### src/rtl/hls_io_frame.sv
// rtl/hls_io_frame.sv - operand framing, launch, result capture and emit wrapper around an HLS controller
module hls_io_frame #(
    parameter int WIDTH   = 16,
    parameter int N_IN    = 4,
    parameter int TIMEOUT = 64
) (
    input  logic                  clk,
    input  logic                  rst,
    input  logic                  in_valid,
    output logic                  in_ready,
    input  logic [WIDTH-1:0]      in_data,
    output logic [N_IN*WIDTH-1:0] op_data,
    input  logic                  op_ready,
    output logic                  start,
    input  logic                  result_en,
    input  logic [WIDTH-1:0]      result_data,
    input  logic                  done_next,
    output logic                  out_valid,
    input  logic                  out_ready,
    output logic [WIDTH-1:0]      out_data,
    output logic                  err_no_result,
    output logic                  err_timeout,
    output logic [7:0]            frame_cnt
);

    localparam logic [1:0] S_LOAD   = 2'd0;
    localparam logic [1:0] S_LAUNCH = 2'd1;
    localparam logic [1:0] S_WAIT   = 2'd2;
    localparam logic [1:0] S_EMIT   = 2'd3;

    localparam int IDX_W = (N_IN > 2) ? $clog2(N_IN) : 1;
    localparam int CNT_W = $clog2(TIMEOUT + 1);

    logic [1:0]            state_q, state_d;
    logic [IDX_W-1:0]      idx_q, idx_d;
    logic [N_IN*WIDTH-1:0] op_q, op_d;
    logic [WIDTH-1:0]      res_q, res_d;
    logic                  have_res_q, have_res_d;
    logic [CNT_W-1:0]      wait_cnt_q, wait_cnt_d;
    logic                  err_nr_q, err_nr_d;
    logic                  err_to_q, err_to_d;
    logic [7:0]            frame_cnt_q, frame_cnt_d;

    logic accept;
    logic have_res_eff;

    assign in_ready      = (state_q == S_LOAD);
    assign accept        = in_valid && in_ready;
    assign start         = (state_q == S_LAUNCH) && op_ready;
    assign out_valid     = (state_q == S_EMIT);
    assign out_data      = res_q;
    assign op_data       = op_q;
    assign err_no_result = err_nr_q;
    assign err_timeout   = err_to_q;
    assign frame_cnt     = frame_cnt_q;

    // A capture in the same cycle as done_next still counts as a valid result.
    assign have_res_eff  = have_res_q || result_en;

    always_comb begin
        state_d     = state_q;
        idx_d       = idx_q;
        op_d        = op_q;
        res_d       = res_q;
        have_res_d  = have_res_q;
        wait_cnt_d  = wait_cnt_q;
        err_nr_d    = err_nr_q;
        err_to_d    = err_to_q;
        frame_cnt_d = frame_cnt_q;

        case (state_q)
            S_LOAD: begin
                if (accept) begin
                    op_d[idx_q*WIDTH +: WIDTH] = in_data;
                    if (idx_q == IDX_W'(N_IN - 1)) begin
                        idx_d   = '0;
                        state_d = S_LAUNCH;
                    end else begin
                        idx_d = idx_q + IDX_W'(1);
                    end
                end
            end
            S_LAUNCH: begin
                if (op_ready) begin
                    state_d    = S_WAIT;
                    wait_cnt_d = '0;
                end
            end
            S_WAIT: begin
                if (result_en) begin
                    res_d      = result_data;
                    have_res_d = 1'b1;
                end
                if (done_next) begin
                    if (!have_res_eff) begin
                        err_nr_d = 1'b1;
                    end
                    wait_cnt_d = '0;
                    state_d    = S_EMIT;
                end else if (wait_cnt_q == CNT_W'(TIMEOUT - 1)) begin
                    // Abort: the frame is dropped without output or count.
                    err_to_d   = 1'b1;
                    have_res_d = 1'b0;
                    wait_cnt_d = '0;
                    state_d    = S_LOAD;
                end else begin
                    wait_cnt_d = wait_cnt_q + CNT_W'(1);
                end
            end
            default: begin
                if (out_ready) begin
                    frame_cnt_d = frame_cnt_q + 8'd1;
                    have_res_d  = 1'b0;
                    state_d     = S_LOAD;
                end
            end
        endcase
    end

    always_ff @(posedge clk or negedge rst) begin
        if (!rst) begin
            state_q     <= S_LOAD;
            idx_q       <= '0;
            op_q        <= '0;
            res_q       <= '0;
            have_res_q  <= 1'b0;
            wait_cnt_q  <= '0;
            err_nr_q    <= 1'b0;
            err_to_q    <= 1'b0;
            frame_cnt_q <= 8'd0;
        end else begin
            state_q     <= state_d;
            idx_q       <= idx_d;
            op_q        <= op_d;
            res_q       <= res_d;
            have_res_q  <= have_res_d;
            wait_cnt_q  <= wait_cnt_d;
            err_nr_q    <= err_nr_d;
            err_to_q    <= err_to_d;
            frame_cnt_q <= frame_cnt_d;
        end
    end

endmodule
### config.mk
export PLATFORM = sky130hd
export DESIGN_NAME = hls_io_frame
export DESIGN_NICKNAME = d
export VERILOG_FILES = /design/src/rtl/hls_io_frame.sv
export SDC_FILE = /design/constraint.sdc
export NUM_CORES = 1
export LEC_CHECK = 0
export ABC_CLOCK_PERIOD_IN_PS = 5400
export CAP_MARGIN = 20
export CORE_MARGIN = 4
export CORE_UTILIZATION = 70
export CTS_BUF_LIST = sky130_fd_sc_hd__clkbuf_2 sky130_fd_sc_hd__clkbuf_4 sky130_fd_sc_hd__clkbuf_8
export CTS_CLUSTER_DIAMETER = 80
export DETAILED_ROUTE_END_ITERATION = 16
export DONT_BUFFER_PORTS = 1
export PLACE_DENSITY = 0.83
export SYNTH_ARGS = -nofsm -noshare
export SYNTH_HDL_FRONTEND = slang
export SYNTH_SLANG_ARGS = --single-unit
export TNS_END_PERCENT = 100
### constraint.sdc
create_clock -name clk -period 5.4 [get_ports clk]
set_clock_uncertainty 0.15 [all_clocks]
set_input_delay 0.27 -clock clk [delete_from_list [all_inputs] [get_ports clk]]
set_output_delay 0.27 -clock clk [all_outputs]
set_load 0.02 [all_outputs]
### Yosys cells after proc, flatten, opt, wreduce, memory -nomap -nowiden

Cells that the tools add are included.

| operators by class | value |
|---|---|
| $add $sub $neg | 4 |
| eq/ne operators | 9 |
| shift-type cells | 2 |
| mux-type cells | 18 |
| bitwise gates (word level) | 4 |
| reductions and logical operators | 17 |

Operator list:

| cell | count |
|---|---|
| bitwise mux 64 bit | 1 |
| variable shift 16 x 34 -> 64 bit (first input constant) | 1 |
| indexed part select 16 x 34 -> 64 bit | 1 |
| negator 6 -> 34 bit | 1 |
| two-way mux 7 bit | 3 |
| two-way mux 2 bit | 7 |
| one-hot mux 7 bit (2 select lines) | 1 |
| AND reduction 2 bit | 5 |
| adder 8 x 1 -> 8 bit (second input constant) | 1 |
| adder 7 x 1 -> 7 bit (second input constant) | 1 |
| equality test 7 x 6 -> 1 bit (second input constant) | 1 |
| equality test 2 bit (second input constant) | 3 |
| one-hot mux 2 bit (3 select lines) | 1 |
| AND reduction 3 bit | 2 |
| AND reduction 5 bit | 1 |
| two-way mux 1 bit | 4 |
| != test 2 x 1 -> 1 bit (second input constant) | 2 |
| inverter 1 bit | 4 |
| nonzero test 2 bit | 2 |
| nonzero test 4 bit | 1 |
| != test 3 bit (second input constant) | 1 |
| OR reduction 3 bit | 1 |
| adder 2 x 1 -> 2 bit (second input constant) | 1 |
| equality test 2 x 1 -> 1 bit (second input constant) | 1 |
| 6 further kinds | 7 |

| word-level totals | value |
|---|---|
| bits in registers | 102 |
| logic and storage cells | 63 |

### Longest topological paths before layout

Gate-level depths: netlist of the first run.

| depth | value |
|---|---|
| word-level depth | 4 |
| gate-level depth with buffers | 9 |
| gate-level depth less buffers | 6 |

### Worst setup path after synthesis of the first run

OpenSTA, ideal clock, no wires.

| path | value |
|---|---|
| path kind | register to register |
| start point | reg state_q[0] |
| end point | reg state_q[0] |
| setup time | 0.128 ns |
| data arrival time | 1.698 ns |
| setup slack | 3.424 ns |
| stages on the path, launching flop included | 8 |
| path buffers | 1 |
| period minus slack after synthesis | 1.976 ns |
| path through | dfrtp_1 -> inv_1 -> ha_1 -> buf_2 -> nor3_1 -> a221oi_1 -> nand2_1 -> mux2_1 |

| between the ends | value |
|---|---|
| word-level cells in the longest chain between the ends | 4 |

RTL lines:

| item | RTL line | RTL |
|---|---|---|
| from (decl) | 34 | `logic [1:0] state_q, state_d;` |
| from (signal assigned) | 132 | `state_q <= state_d;` |
| logical NOT 2 bit * | 47 | `assign in_ready = (state_q == S_LOAD);` |
| named net in_ready | 10 | `output logic in_ready,` |
| logical AND 1 bit | 48 | `assign accept = in_valid && in_ready;` |
| != test 2 x 1 -> 1 bit (no line) | n/a |  |
| AND reduction 5 bit (no line) | n/a |  |

The timed path passes the listed nets; every way through them passes the cells marked *.
A chain may end at the register's enable or synchronous reset.

### Worst setup path in the final report of the first run

| path | value |
|---|---|
| start point | reg state_q[0] |
| end point | reg op_q[7] (netlist: op_data[7]) |

| between the ends | value |
|---|---|
| word-level cells in the longest chain between the ends | 3 |

RTL lines:

| item | RTL line | RTL |
|---|---|---|
| logical NOT 2 bit * | 47 |  |
| named net in_ready | 10 |  |
| logical AND 1 bit | 48 |  |
| AND reduction 2 bit (no line) * | n/a |  |
| to (signal assigned) | 134 | `op_q <= op_d;` |
| to (decl) | 36 | `logic [N_IN*WIDTH-1:0] op_q, op_d;` |

Marks and branches as above.

==> results.toml, run 1 <==
[run_status]
outcome = "completed"

[timing]
final_hold_viol_count = 0
setup_viol = 0
fin_crit_ns = 2.66
slew_headroom_pct = 33.1
tns_ns = 0
rsz0062_at_grt = "no"
fmax_mhz = 376
period_share_pct = 49.2
worstMarginPinSlew_ns = 0.996
slew_violations = 0
worst_slack_ns = 2.74

[synth]
ys_seq_area_share_pct = 61.7
ys_warn_count = 0
ys_ff_latch = 102
synth_top_family_by_area = "compound AO/OA/AOI/OAI gates"
synth_nets = 351
synth_fa_ha_area_share_pct = 3.93
synth_area_mm2 = 0.00414
ys_async_sr_fraction_pct = 100
avgSynthCellArea_um2 = 13.8
ys.flop_type = "dfrtp_1"
synthesis.instances = 299
synth-xor-area-share_pct = 1.91
synthMuxAreaShare_pct = 5.66
synth_compound_area_share_pct = 16.4
synth_edf_count = 0
ys_types = 38
yosys.area_share.simple_pct = 6.84

[cells_and_area]
final_layout_size_suffix_gt1_share_pct = 11.5
fin_util_pct = 84.0
syn2layout_area_growth_pct = 13.9
mostFrequentLayoutCell = "dfrtp_1"
final_nets = 386
antenna_cells = 0
final_cell_area_mm2 = 0.00471
final_cell_mix = "102 x dfrtp_1, 64 x a22o_1, 38 x dlygate4sd3_1, 18 x mux2_2, 13 x ha_1"

[placement]
place_congestion = 0.805
dp_hpwl_um = 6120
dp_slack_ns = 2.85
port_buffers = 0
postPlaceCellArea_mm2 = 0.00410

[setup_path]
critPathBufInv = 1
cp_cell_sequence = "inv_1 > ha_1 > nand3_1 > a22o_1"
critPathLaunchType = "flop"
end_kind = "flop"
arrival_ns = 2.75
path_max_fanout = 16
crit_type = "reg -> reg"
cpMaxStageDelayCell = "nand3_1"
required_ns = 5.49
critPathMaxStageDelay_ns = 0.77
cp_top_family = "simple AND/OR/NAND/NOR gates"

[power]
power.density_mw_per_mm2 = 637
p_leak_nw = 2.24
peakVddDrop_uv = 434

[clock_tree]
cts-root-buf = "clkbuf_8"
post-cts-setup-buffers = 0
clk_path_buf_depth = 2
htree_levels = 3
clk_pin_slew_ns = 0.09
cts_tree = "done"
hold_buffers = 39
ctsResizeCount = 0
clk_latency_ns = 0.36
clkSinkCount = 102
cts_buffers = 9

[floorplan]
core_mm2 = 0.00561
start_util_pct = 73.7
die_h_um = 84.9
num_rows = 27
io_pins = 132
die_w_um = 84.9
die-area_mm2 = 0.00720

[grt]
grt-ovfl-total = 0
antenna_found_initial = 0
grtUsageTotal_pct = 29.7
grt_pass1_wl_um = 16300
first_global_vias = 2802
grt_max_degree = 103

[hold_path]
hp-class = "in -> reg"

[detailed_routing]
drt-total-wl_um = 10300
num_vias = 2787
vias_per_cell = 6.78
first_pass_iters = 5
ant_nets = 0
drtIter0Drc = 205
post-route-drc-count = 0
routedWlPerCell_um = 25.1

[job]
drv_cap = 0
synthesized netlist by cell type, types with 2 or more instances:
cell,count,area (um^2)
nor3_1,4,20.0
and4_1,3,26.3
and3_1,3,18.8
nand2_1,12,45.0
buf_8,3,45.0
xnor2_1,8,70.1
buf_2,3,15.0
a21o_1,2,15.0
clkbuf_1,4,15.0
mux2_2,18,203
dfrtp_1,102,2550
buf_6,4,45.0
ha_1,13,163
nand3_1,11,55.1
o21ai_0,5,25.0
nor2b_1,2,12.5
a21oi_1,4,20.0
nor2_1,9,33.8
a22o_1,64,561
inv_1,6,22.5
mux2i_1,2,20.0
through the flow:
step	power, mW	hold slack (ns)	instances
3_3_place_gp	2.38	-0.173	356
3_5_place_dp	2.43	-0.173	356
4_1_cts	2.96	0.0188	411
6_report	3.00	0.0261	411
5_1_grt	3.14	0.0480	411
2_1_floorplan	2.24	-0.176	299
power breakdown:
group          switching, mW  internal (mW)
sequential             0.721           1.10
combinational          0.328          0.358
clock                  0.270          0.224
registers in the layout, indices dropped and copies added (netlist names):
register and flops:
err_no_result 1, op_data 64, have_res_q 1, err_timeout 1, frame_cnt 8, idx_q 2, out_data 16, state_q 2
wait_cnt_q 7
layout make-up:
cell class / instances / area [um^2]
sequential: 102 / 2550
multi-input combinational: 176 / 1440
fill: 288 / 898
timing repair buffer: 39 / 408
clock buffer: 10 / 131
tap: 72 / 90.1
clock inverter: 6 / 70.1
inverter: 6 / 22.5
metal layers:
layer	global-route usage, %	part of all wire (%)	up-vias
li1	-	-	1177
met1	38.7	37	1423
met2	46.8	50	165
met3	10.9	11	22
met4	9.93	2.2	0
met5	0	0	-
final timing paths:
kind / startpoint / to / slack, ns / cells after the start
setup / recovery: state_q[0] / op_data[7] / 2.74 / 4
min in group asynchronous: rst / op_data[10] / 0.35 / 2
hold / removal: result_en / have_res_q / 0.03 / 2
max in group asynchronous: rst / err_timeout / 4.38 / 2
setup reg to reg: state_q[0] / op_data[7] / 2.74 / 4
hold reg to reg: wait_cnt_q[6] / wait_cnt_q[6] / 0.35 / 1
kinds of logic (layout without fill, tap and decap cells):
logic type | count (synthesis) | count (layout)
DFF | 102 | 102
AOI/OAI and AO/OA | 82 | 82
and+or+nand+nor | 51 | 51
muxes | 21 | 21
buffers and inverters | 21 | 61
adders and majority gates | 13 | 13
xor gates and xnor gates | 9 | 9
No activity file was read; power rests on OpenSTA's default activity.
==> run 2: changes to the inputs <==
--- a/config.mk
+++ b/config.mk
@@ -5,15 +5,15 @@
 export SDC_FILE = /design/constraint.sdc
 export NUM_CORES = 1
 export LEC_CHECK = 0
-export ABC_CLOCK_PERIOD_IN_PS = 5400
+export ABC_CLOCK_PERIOD_IN_PS = 2500
 export CAP_MARGIN = 20
 export CORE_MARGIN = 4
-export CORE_UTILIZATION = 70
+export CORE_UTILIZATION = 65
 export CTS_BUF_LIST = sky130_fd_sc_hd__clkbuf_2 sky130_fd_sc_hd__clkbuf_4 sky130_fd_sc_hd__clkbuf_8
 export CTS_CLUSTER_DIAMETER = 80
 export DETAILED_ROUTE_END_ITERATION = 16
 export DONT_BUFFER_PORTS = 1
-export PLACE_DENSITY = 0.83
+export PLACE_DENSITY = 0.78
 export SYNTH_ARGS = -nofsm -noshare
 export SYNTH_HDL_FRONTEND = slang
 export SYNTH_SLANG_ARGS = --single-unit
==> constraint.sdc (replaced) <==
create_clock -name clk -period 2.5 [get_ports clk]
set_clock_uncertainty 0.15 [all_clocks]
set_input_delay 0.125 -clock clk [delete_from_list [all_inputs] [get_ports clk]]
set_output_delay 0.125 -clock clk [all_outputs]
set_load 0.02 [all_outputs]
==> run 2 against run 1 <==
The flow now finishes with violations (hold timing). Largest power group unchanged. Power rose by 110%. Flip-flop and latch count stayed put. Global-route usage fell by 3.1 points. Critical path type unchanged. Highest routed layer unchanged. Clock power rose by 100%. Cell count rose by 3.9%.
==> results.toml, run 2 (synthesized netlist as in run 1, its figures left out) <==
[run_status]
outcome = "complete, but fails checks"
failed_checks = "hold timing"

[detailed_routing]
drtIter0Drc = 162
drt-total-wl_um = 9910
num_vias = 2709
met1_length_um = 3800
first_pass_iters = 4
wl_met2_um = 5010
post-route-drc-count = 0
wl_met3_um = 953
vias_per_cell = 6.34
ant_nets = 0
top_layer_used = "met4"
routedWlPerCell_um = 23.2

[timing]
slew_headroom_pct = 62.0
rsz0062_at_grt = "no"
fin_crit_ns = 2.29
fmax_mhz = 437
whs_ns = -0.715
final_hold_viol_count = 102
slew_violations = 0
worstMarginPinSlew_ns = 0.570
period_share_pct = 91.5
tns_ns = 0
setup_viol = 0

[clock_tree]
clk_path_buf_depth = 2
clk_pin_slew_ns = 0.11
htree_levels = 3
clkSinkCount = 102
hold_buffers = 38
clk_latency_ns = 0.36
cts_tree = "done"
cts_buffers = 9
cts-root-buf = "clkbuf_8"

[placement]
place_congestion = 0.760
port_buffers = 0
dp_hpwl_um = 6160
postPlaceCellArea_mm2 = 0.00421

[power]
p_leak_nw = 2.29
peakVddDrop_uv = 845
power.density_mw_per_mm2 = 1330

[cells_and_area]
fin_util_pct = 78.8
final_nets = 399
largest_reg_flops = 64
final_cell_area_mm2 = 0.00478
mostFrequentLayoutCell = "dfrtp_1"
final_layout_size_suffix_gt1_share_pct = 14.8
final_cell_mix = "102 x dfrtp_1, 64 x a22o_1, 38 x dlygate4sd3_1, 18 x mux2_2, 14 x buf_4"
antenna_cells = 0
syn2layout_area_growth_pct = 15.6

[floorplan]
die-area_mm2 = 0.00770
start_util_pct = 68.2
io_pins = 132
die_h_um = 87.8
die_w_um = 87.8
core_mm2 = 0.00606
num_rows = 28

[setup_path]
reg2reg_depth = 6
arrival_ns = 2.39
critPathLaunchType = "flop"
path_max_fanout = 10
crit_start = "state_q[0]"
end_kind = "flop"
crit_type = "reg -> reg"
r2r-start = "state_q[0]"
required_ns = 2.60

[grt]
antenna_found_initial = 0
first_global_vias = 2862
grt-ovfl-total = 0
grtUsageTotal_pct = 26.6
grt_max_degree = 103
grt_pass1_wl_um = 15300

[hold_path]
hp-class = "in -> async"

[job]
drv_cap = 0
## run 2: worst max-delay path: stages, from the launching register on
cell and delay [ns]:
dfrtp_1 0.46, inv_1 0.12, ha_1 0.53, nor3_1 0.14, a221oi_1 0.29, nand2_1 0.15, mux2_1 0.33
## run 2: report_power, final
| part | leakage [nW] | internal, mW | switching (mW) | total (mW) |
|---|---|---|---|---|
| clock network | 0.0878 | 0.386 | 0.605 | 0.991 |
| logic | 0.844 | 0.807 | 0.665 | 1.47 |
| registers | 1.36 | 2.37 | 1.52 | 3.89 |
## run 2: final timing paths
check	slack, ns	to
min in group clk	0.03	op_data[45]
setup / recovery	0.21	state_q[0]
max in group asynchronous	2.76	op_data[49]
hold reg to reg	0.35	wait_cnt_q[6]
hold / removal	-0.71	op_data[8]
setup reg to reg	0.21	state_q[0]
## run 2: area by class of cell
class / count / area [um^2]
well taps: 75 / 93.8
multi-input cells: 176 / 1440
clock buffers: 9 / 124
repair buffers: 52 / 485
fillers: 367 / 1280
flip-flops and latches: 102 / 2550
clock inverters: 7 / 65.1
inverters: 6 / 22.5
## run 2: routing by layer
metal,vias up,global-route usage (%)
met3,13,7.81
met5,-,0
met4,0,11.6
met2,123,44.0
li1,1199,-
met1,1374,32.7
## run 2: timing repair
action / CTS / global route
endpoints found under the hold margin: 195 / 102
resized for setup: 0 / 0
setup buffers: 0 / 0
## run 2: metrics by stage
step	hold slack [ns]	std cells	total power [mW]	worst slack (ns)
finish	-0.715	427	6.36	0.213
global route	-0.732	427	6.70	0.0927
CTS	-0.724	427	6.33	0.251
detailed placement	-0.318	373	5.29	0.271
global placement	-0.319	373	5.18	0.434
floorplan	-0.321	299	4.84	0.524
